==> src/rtl/cnn_frame_sequencer.sv <==
// ---------------------------------------------------------------------------
// cnn_frame_sequencer
//
// Frame-level controller in front of CNN_TOP. It takes a camera/DMA pixel
// stream (valid/ready + start-of-frame flag), turns one full frame into the
// start pulse and gated pixel stream CNN_TOP expects, waits for the final
// result with a timeout, and then offers that result downstream through a
// valid/ready holding register. On any framing error or timeout, CNN_TOP is
// held in its local reset for a fixed number of cycles before the next frame.
//
// Ports
//   clk, rst            clock, asynchronous active-low reset
//   enable              accept new frames (looked at only while idle)
//   s_valid/s_sof/s_data/s_ready   upstream pixel stream
//   cnn_rst             active-high reset to CNN_TOP
//   cnn_start           one-cycle start_signal to CNN_TOP
//   cnn_pixel_valid/cnn_pixel_in   registered pixel stream to CNN_TOP
//   cnn_result_valid/cnn_result    final result from CNN_TOP
//   m_valid/m_data/m_ready         downstream result handshake
//   busy                controller is not idle
//   err_timeout         sticky: no result within TIMEOUT_CYC cycles
//   err_sync            sticky: SOF seen inside a frame
//   frame_cnt           number of results delivered (wrapping)
// ---------------------------------------------------------------------------
module cnn_frame_sequencer #(
    parameter int IMG_WIDTH   = 32,
    parameter int IMG_HEIGHT  = 32,
    parameter int RES_W       = 48,
    parameter int TIMEOUT_CYC = 8192,
    parameter int CNN_RST_CYC = 4
) (
    input  logic                    clk,
    input  logic                    rst,
    input  logic                    enable,
    // upstream pixel stream
    input  logic                    s_valid,
    input  logic                    s_sof,
    input  logic [7:0]              s_data,
    output logic                    s_ready,
    // CNN_TOP control / data
    output logic                    cnn_rst,
    output logic                    cnn_start,
    output logic                    cnn_pixel_valid,
    output logic [7:0]              cnn_pixel_in,
    input  logic                    cnn_result_valid,
    input  logic signed [RES_W-1:0] cnn_result,
    // downstream result
    output logic                    m_valid,
    output logic signed [RES_W-1:0] m_data,
    input  logic                    m_ready,
    // status
    output logic                    busy,
    output logic                    err_timeout,
    output logic                    err_sync,
    output logic [15:0]             frame_cnt
);

    localparam int FRAME = IMG_WIDTH * IMG_HEIGHT;
    localparam int PIX_W = (FRAME > 1) ? $clog2(FRAME) : 1;
    localparam int TMO_W = (TIMEOUT_CYC > 1) ? $clog2(TIMEOUT_CYC) : 1;
    localparam int RC_W  = $clog2(CNN_RST_CYC + 1);

    localparam logic [PIX_W-1:0] PIX_LAST = PIX_W'(FRAME - 1);
    localparam logic [TMO_W-1:0] TMO_LAST = TMO_W'(TIMEOUT_CYC - 1);
    localparam logic [RC_W-1:0]  RC_INIT  = RC_W'(CNN_RST_CYC);
    localparam logic [RC_W-1:0]  RC_ONE   = RC_W'(1);

    typedef enum logic [2:0] {
        S_IDLE,
        S_START,
        S_STREAM,
        S_WAIT_RES,
        S_HOLD,
        S_RECOVER
    } state_t;

    state_t                    state_q, state_d;
    logic [PIX_W-1:0]          pix_cnt_q;
    logic [TMO_W-1:0]          tmo_cnt_q;
    logic [RC_W-1:0]           rc_cnt_q;

    logic                      cnn_rst_q;
    logic                      cnn_start_q;
    logic                      pix_vld_q;
    logic [7:0]                pix_dat_q;
    logic                      m_valid_q;
    logic signed [RES_W-1:0]   m_data_q;
    logic                      busy_q;
    logic                      err_timeout_q;
    logic                      err_sync_q;
    logic [15:0]               frame_cnt_q;

    // Upstream ready depends on the current SOF flag while idle: non-SOF
    // junk is drained, but the SOF beat is held so STREAM can consume it.
    always_comb begin
        s_ready = 1'b0;
        case (state_q)
            S_IDLE:   s_ready = ~s_sof;
            S_STREAM: s_ready = 1'b1;
            default:  s_ready = 1'b0;
        endcase
    end

    logic beat_acc;
    logic sof_err;
    logic last_beat;
    logic tmo_hit;

    assign beat_acc  = s_valid & s_ready;
    // The SOF beat itself arrives with pix_cnt == 0; any later SOF is a
    // framing slip and aborts the frame without forwarding that beat.
    assign sof_err   = (state_q == S_STREAM) & beat_acc & s_sof & (pix_cnt_q != '0);
    assign last_beat = (state_q == S_STREAM) & beat_acc & ~sof_err & (pix_cnt_q == PIX_LAST);
    // A result arriving on the last timeout cycle takes priority.
    assign tmo_hit   = (state_q == S_WAIT_RES) & ~cnn_result_valid & (tmo_cnt_q == TMO_LAST);

    // Next-state decode
    always_comb begin
        state_d = state_q;
        case (state_q)
            S_IDLE: begin
                if (enable && s_valid && s_sof) state_d = S_START;
            end
            S_START: begin
                state_d = S_STREAM;
            end
            S_STREAM: begin
                if (sof_err)        state_d = S_RECOVER;
                else if (last_beat) state_d = S_WAIT_RES;
            end
            S_WAIT_RES: begin
                if (cnn_result_valid) state_d = S_HOLD;
                else if (tmo_hit)     state_d = S_RECOVER;
            end
            S_HOLD: begin
                if (m_ready) state_d = S_IDLE;
            end
            S_RECOVER: begin
                if (rc_cnt_q <= RC_ONE) state_d = S_IDLE;
            end
            default: state_d = S_RECOVER;
        endcase
    end

    // State, counters and registered outputs. Reset parks the FSM in
    // RECOVER so CNN_TOP sees a clean reset window after rst releases.
    // busy is registered from the next state, so it stays low through
    // reset and rises one cycle into the post-reset recovery window.
    always_ff @(posedge clk or negedge rst) begin
        if (!rst) begin
            state_q       <= S_RECOVER;
            pix_cnt_q     <= '0;
            tmo_cnt_q     <= '0;
            rc_cnt_q      <= RC_INIT;
            cnn_rst_q     <= 1'b1;
            cnn_start_q   <= 1'b0;
            pix_vld_q     <= 1'b0;
            pix_dat_q     <= '0;
            m_valid_q     <= 1'b0;
            m_data_q      <= '0;
            busy_q        <= 1'b0;
            err_timeout_q <= 1'b0;
            err_sync_q    <= 1'b0;
            frame_cnt_q   <= '0;
        end else begin
            state_q     <= state_d;
            busy_q      <= (state_d != S_IDLE);
            cnn_rst_q   <= (state_d == S_RECOVER);
            cnn_start_q <= (state_d == S_START);
            pix_vld_q   <= 1'b0;

            case (state_q)
                S_START: begin
                    pix_cnt_q <= '0;
                end
                S_STREAM: begin
                    if (beat_acc) begin
                        if (sof_err) begin
                            err_sync_q <= 1'b1;
                            rc_cnt_q   <= RC_INIT;
                        end else begin
                            pix_vld_q <= 1'b1;
                            pix_dat_q <= s_data;
                            pix_cnt_q <= pix_cnt_q + PIX_W'(1);
                            if (last_beat) tmo_cnt_q <= '0;
                        end
                    end
                end
                S_WAIT_RES: begin
                    if (cnn_result_valid) begin
                        m_data_q    <= cnn_result;
                        m_valid_q   <= 1'b1;
                        frame_cnt_q <= frame_cnt_q + 16'd1;
                        tmo_cnt_q   <= '0;
                    end else if (tmo_hit) begin
                        err_timeout_q <= 1'b1;
                        rc_cnt_q      <= RC_INIT;
                        tmo_cnt_q     <= '0;
                    end else begin
                        tmo_cnt_q <= tmo_cnt_q + TMO_W'(1);
                    end
                end
                S_HOLD: begin
                    // Late or duplicate result pulses are ignored here.
                    if (m_ready) m_valid_q <= 1'b0;
                end
                S_RECOVER: begin
                    if (rc_cnt_q != '0) rc_cnt_q <= rc_cnt_q - RC_ONE;
                    // Partial frames are abandoned, never resumed.
                    pix_cnt_q <= '0;
                    tmo_cnt_q <= '0;
                end
                default: ;
            endcase
        end
    end

    assign cnn_rst         = cnn_rst_q;
    assign cnn_start       = cnn_start_q;
    assign cnn_pixel_valid = pix_vld_q;
    assign cnn_pixel_in    = pix_dat_q;
    assign m_valid         = m_valid_q;
    assign m_data          = m_data_q;
    assign busy            = busy_q;
    assign err_timeout     = err_timeout_q;
    assign err_sync        = err_sync_q;
    assign frame_cnt       = frame_cnt_q;

endmodule

==> config.mk <==
export PLATFORM = sky130hd
export DESIGN_NAME = cnn_frame_sequencer
export DESIGN_NICKNAME = d
export VERILOG_FILES = /design/src/rtl/cnn_frame_sequencer.sv
export SDC_FILE = /design/constraint.sdc
export NUM_CORES = 1
export LEC_CHECK = 0
export ABC_AREA = 1
export CORE_MARGIN = 2
export CORE_UTILIZATION = 50
export CTS_CLUSTER_SIZE = 20
export DETAILED_ROUTE_END_ITERATION = 16
export PLACE_DENSITY_LB_ADDON = 0.15
export SLEW_MARGIN = 5
export SYNTH_ARGS = -nofsm -noshare
export SYNTH_HDL_FRONTEND = slang
export SYNTH_SLANG_ARGS = --single-unit
==> constraint.sdc <==
create_clock -name clk -period 4.1 [get_ports clk]
set_clock_uncertainty 0.05 [all_clocks]
set_input_delay 0.41 -clock clk [delete_from_list [all_inputs] [get_ports clk]]
set_output_delay 0.41 -clock clk [all_outputs]
set_load 0.005 [all_outputs]
==> results of run 1 <==
worst paths after layout:
path | startpoint | end
setup / recovery | state_q[1] | frame_cnt[6]
max in group asynchronous | rst | cnn_rst
min in group clk | err_sync | err_sync
hold / removal | rst | cnn_pixel_in[4]
hold reg to reg | err_sync | err_sync
setup reg to reg | state_q[1] | frame_cnt[6]
where the power goes:
part | internal (mW) | switching [mW]
logic | 0.724 | 0.625
clock network | 0.306 | 0.378
registers | 1.38 | 0.224
total | 2.41 | 1.23
logic make-up (layout without fill, tap and decap cells):
group	after synthesis	after routing	synth area share
flops	108	108	0.528
buf+inv	72	216	0.0589
compound gates	18	18	0.0181
fa+ha+maj	7	7	0.0171
xor+xnor	22	22	0.0376
simple gates	412	412	0.340
layer usage:
layer	part of all wire	routed length [um]	vias up
li1	-	-	2241
met4	0.015	182	0
met3	0.060	737	19
met1	0.43	5270	2135
met5	0	0	-
met2	0.50	6080	114
metrics by stage:
stage	hold WS (ns)	power [mW]	setup WS (ns)
floorplan	0.0644	2.21	2.45
global placement	0.404	2.92	1.58
detailed placement	0.411	2.97	1.49
CTS	0.0368	3.67	1.47
global route	0.0623	3.90	1.21
finish	0.0121	3.63	1.51
final cells by class:
cell class / instances / area, um^2
Timing Repair Buffer: 145 / 1440
Clock inverter: 6 / 68.8
Multi-Input combinational cell: 459 / 2110
Sequential cell: 108 / 2710
Clock buffer: 10 / 138
Tap cell: 133 / 166
Fill cell: 762 / 3020
Inverter: 55 / 208
worst reg2reg max path, cell delays in order (launching register included):
cell and delay, ns:
dfrtp_1 0.55, nand2_2 0.16, nor2_4 0.33, nand2_4 0.45, clkinv_2 0.16, buf_4 0.45
nand2_1 0.13, xor2_1 0.16, inv_1 0.05
flip-flops by register name, indices dropped and copies added (netlist names):
register and flops:
cnn_pixel_in 8, busy 1, cnn_rst 1, m_valid 1, state_q 3, cnn_pixel_valid 1
frame_cnt 16, err_timeout 1, cnn_start 1, rc_cnt_q 3, err_sync 1, m_data 48
tmo_cnt_q 13, pix_cnt_q 10
layout by cell type, fill, tap and decap left out, types with 6 or more instances in the layout:
cell	instances
nand2_1	293
nor2_1	44
dfrtp_1	104
nor3_1	6
ha_1	7
clkdlybuf4s50_1	141
inv_1	49
nand4_1	14
xor2_1	18
o21ai_1	7
nand3_1	27
o21ai_0	7
clkbuf_8	10
==> flow_summary_export.csv, run 1 <==
group,metric,value,unit
run,cap_violations,0,
global_route,grt.total_usage,0.238,
synthesis,synth_seq_cells,108,
setup_path,critPathCaptureType,"flip-flop",
clocking,cts_tree,"done",
die,num_rows,36,
placement,gp_congestion,0.877,
global_route,met2_usage,0.394,
global_route,busiest_layer,"met2",
synthesis,yosysSeqAreaShare,0.528,
placement,placed_cell_area,0.00664,mm^2
placement,portBuffers,142,
clocking,clk_latency,0.37,ns
timing,rsz0062_at_grt,"no",
synthesis,ys.warnings.count,0,
pwr,p_leak,3.46,nW
timing,finalSetupTns,0,ns
setup_path,critPathRequiredTime,4.32,ns
global_route,grt_use_met3,0.0668,
clocking,numCtsBuffers,9,
setup_path,path_buf_inv,3,
synthesis,synth_edf_count,0,
setup_path,worstRegToRegCells,8,
timing,hold_violations,0,
die,die_h,105,um
synthesis,synth.most_common_cell,"nand2_1",
clocking,post_cts_resized,0,
setup_path,worstPathCellList,"nand2_2 -> nor2_4 -> nand2_4 -> clkinv_2 -> buf_4 -> nand2_1 -> xor2_1 -> inv_1",
timing,slew_violations,0,
global_route,grt_pass1_vias,4679,
clocking,cts-root-buf,"clkbuf_8",
timing,setup_viol,0,
clocking,path_clk_slew,0.11,ns
setup_path,crit_arrival,2.81,ns
route,viasPerCell,4.92,
synthesis,syn-num-nets,709,
pwr,ir_worst_vdd,0.315,mV
timing,slew_headroom,0.540,
setup_path,critPathLaunchType,"flip-flop",
route,post_drt_wl_per_cell,13.4,um
clocking,htree_levels,3,
clocking,cts_buffer_depth,2,
die,start_util,0.519,
route,initialDrtViolationCount,269,
synthesis,synth_commonest_cells,"nand2_1 (293), dfrtp_1 (104), inv_1 (49), nor2_1 (44), nand3_1 (27)",
setup_path,path_depth,8,
global_route,use_met1,0.305,
synthesis,synth_flop_cell,"dfrtp_1",
synthesis,synth_top_area_cell,"dfrtp_1",
clocking,hold_buffers,0,
synthesis,async_flop_share,1.00,
layout,area_delta_synth_final,33.6,%
synthesis,synth_area,0.00512,mm^2
setup_path,reg2reg_slack,1.51,ns
synthesis,syn_area_per_cell,8.02,um^2
route,vias,4509,
layout,finalInstanceArea,0.00684,mm^2
timing,post-route-period-util,0.632,
layout,final_util,0.694,
outcome,status,"completed",
layout,drive_gt1_frac,0.0677,
setup_path,slowest_delay,0.55,ns
setup_path,critical_path_class,"reg -> reg",
die,chipWidth,105,um
route,first_pass_iters,5,
setup_path,crit_family,"simple AND/OR/NAND/NOR gates",
route,antenna_left,0,
min_path,holdCritPathClass,"in -> async",
die,design.die.area,0.0111,mm^2
timing,fin_crit,2.59,ns
timing,max_freq,386,MHz
layout,num_antenna_cells,0,
global_route,grt_first_pass_wirelength,21.6,mm
route,drc,0,
global_route,antenna_found_initial,0,
synthesis,synth_top_cell_area_share,0.508,
synthesis,ys_types,32,
synthesis,yosys-top-cells-area,"dfrtp_1 (51%), nand2_1 (21%), inv_1 (3.6%)",
pwr,power_density,531,mW/mm^2
route,wl,12.3,mm
timing,worst_pin_slew,0.689,ns
placement,dp.cells,900,
die,fp.coreArea,0.00986,mm^2
layout,layout.nets,848,
die,io_pins,143,
global_route,grt_max_degree,59,
placement,dp.final_hpwl,8.88,mm
clocking,postCtsSetupBuffers,0,
global_route,grt-ovfl-total,0,
setup_path,cp_slowest_cell,"dfrtp_1",
layout,layout.cells.non_filler,916,
synthesis,netlist_instances,639,
clocking,cts_sinks,108,
setup_path,cp_max_fo,58,
Note: power is estimated with default switching activity, not from simulation.
==> run 2, diff against run 1 <==
CORE_UTILIZATION = 44   (was 50)
clock period = 2.23 ns   (was 4.1 ns; I/O delays follow)
==> run 2 against run 1 <==
Via count rose by 0.31%. Count of clock-buffer cells in the layout increased by 2. Routed wire length increased by 3.8%. Setup slack worse by 1.2 ns. Flip-flop and latch count unchanged. Non-clock buffer count increased by 7. Global-route usage down 2.5 points. Die area rose by 13%. Sequential share of layout area fell by 1.0 points. Cell count up 1.9%. Critical path depth increased by 3. First-iteration DRC count down 19%.
==> flow_summary_export.csv, run 2 (same netlist as run 1, synthesis figures left out) <==
group,metric,value,unit
timing,max_freq,511,MHz
outcome,status,"completed",
pwr,power_frac_comb,0.356,
placement,portBuffers,142,
global_route,grt-ovfl-total,0,
die,chipWidth,112,um
setup_path,worstRegToRegCells,11,
setup_path,critPathCaptureType,"flip-flop",
timing,slew_violations,0,
pwr,power_density,1010,mW/mm^2
pwr,finalPower,7.09,mW
route,viasPerCell,4.85,
route,vias,4523,
setup_path,critPathLaunchType,"flip-flop",
timing,fin_ws,0.275,ns
global_route,antenna_found_initial,0,
timing,holdWs,0.295,ns
run,cap_violations,0,
timing,post-route-period-util,0.877,
route,wl,12.7,mm
setup_path,cp_max_fo,13,
placement,gp_congestion,0.827,
min_path,holdCritPathClass,"in -> async",
layout,largest_reg_flops,48,
layout,final_common_cell,"nand2_1",
route,drc,0,
die,num_rows,39,
setup_path,reg2reg_slack,0.27,ns
pwr,clockPowerShare,0.232,
timing,fin_crit,1.96,ns
layout,layout.nets,855,
setup_path,critPathRequiredTime,2.43,ns
clocking,cts_buffer_depth,2,
placement,pre_cts_ws,0.290,ns
die,fp.coreArea,0.0114,mm^2
timing,hold_violations,0,
route,post_drt_wl_per_cell,13.6,um
timing,slew_headroom,0.686,
route,initialDrtViolationCount,217,
route,antenna_left,0,
timing,finalSetupTns,0,ns
layout,finalInstanceArea,0.00702,mm^2
layout,num_antenna_cells,0,
timing,setup_viol,0,
setup_path,crit_arrival,2.15,ns
clocking,cts-root-buf,"clkbuf_16",
clocking,numCtsBuffers,9,
die,io_pins,143,
timing,rsz0062_at_grt,"no",
global_route,grt.total_usage,0.213,
placement,dp.final_hpwl,9.32,mm
global_route,grt_pass1_vias,4580,
layout,multi_input_area,0.00211,mm^2
die,start_util,0.451,
clocking,htree_levels,3,
pwr,ir_worst_vdd,0.639,mV
global_route,grt_max_degree,56,
pwr,intPower,4.80,mW
die,design.die.area,0.0125,mm^2
clocking,post_cts_resized,0,
global_route,grt_first_pass_wirelength,21.5,mm
layout,seq_area,0.00271,mm^2
layout,final_cell_mix,"nand2_1 (293), clkdlybuf4s50_1 (141), dfrtp_1 (104), inv_1 (49), nor2_1 (44)",
pwr,p_leak,3.53,nW
pwr,switching_share,0.323,
clocking,clk_latency,0.36,ns
route,first_pass_iters,4,
layout,n_fill_cell,970,
placement,placed_cell_area,0.00671,mm^2
timing,worst_pin_slew,0.470,ns
clocking,cts_tree,"done",
setup_path,critical_path_class,"reg -> reg",
die,die_h,112,um
pwr,p_seq_frac,0.412,
clocking,cts_sinks,108,
pwr,netSwitchingPower,2.29,mW
clocking,path_clk_slew,0.07,ns
layout,area_delta_synth_final,37.0,%
layout,drive_gt1_frac,0.0722,
==> run 2: cell count changes in the layout (fill, tap and decap cells not counted) <==
| cell | before | now |
|---|---|---|
| inv_6 | 2 | 0 |
| buf_12 | 0 | 1 |
| clkinvlp_4 | 0 | 1 |
| clkbuf_8 | 10 | 1 |
| clkinv_2 | 3 | 1 |
| clkbuf_1 | 0 | 2 |
| clkinv_4 | 0 | 1 |
| clkbuf_16 | 0 | 9 |
| dlygate4sd3_1 | 0 | 1 |
| buf_4 | 4 | 9 |
==> run 2: what timing repair did <==
item | 4_1_cts | 5_1_grt
hold buffers | 1 | 0
setup buffers | 0 | 0
hold endpoints to repair | 30 | 0
==> run 2: per-stage QoR <==
| stage | util | cells |
|---|---|---|
| 4_1_cts | 0.618 | 933 |
| 3_3_place_gp | 0.590 | 916 |
| 5_1_grt | 0.618 | 933 |
| 3_5_place_dp | 0.590 | 916 |
| 6_report | 0.618 | 933 |
| 2_1_floorplan | - | 639 |
==> run 2: path summary, 6_finish.rpt <==
path                                 from      endpoint
setup / recovery             pix_cnt_q[0]  tmo_cnt_q[6]
min in group clk           cnn_result[29]    m_data[29]
max in group asynchronous             rst   rc_cnt_q[2]
setup reg to reg             pix_cnt_q[0]  tmo_cnt_q[6]
hold reg to reg                 m_data[9]     m_data[9]
hold / removal                        rst  pix_cnt_q[4]
==> run 2: power by group through the flow <==
stage	Combinational [mW]	Sequential (mW)	Clock, mW
after floorplan	1.13	2.93	0
after global placement	2.50	2.92	0
after detailed placement	2.55	2.93	0
after CTS	2.56	2.92	1.69
after global routing	2.82	2.99	1.76
final	2.53	2.92	1.65
==> run 2: layout make-up <==
cell class,instances,share of cell area
multi-input cells,459,0.301
flip-flops and latches,108,0.386
well taps,143,0.0255
clock buffers,12,0.0351
inverters,55,0.0296
clock inverters,4,0.00820
repair buffers,152,0.215
==> run 2: routing by layer <==
metal  track usage  wire length, um  up-vias
li1              -                -     2256
met1         0.259             5490     2114
met2         0.339             5830      138
met3         0.101             1220       15
met4        0.0634              189        0
met5             0                0        -
==> run 2: critical path: stages, from the launching register on <==
cell and delay (ns):
dfrtp_1 0.45, inv_1 0.11, ha_1 0.15, nand2_1 0.05
nor2_1 0.11, nand3_1 0.10, nand2_2 0.15, nand3_1 0.09
nand2_1 0.06, nand2_1 0.28, nand2_1 0.16, nand2_1 0.06
==> run 3, diff against run 2 <==
CAP_MARGIN = 40   (was unset)
==> results of run 3 <==
Same layout as run 2: the final DEF is identical, and so are final timing and power.
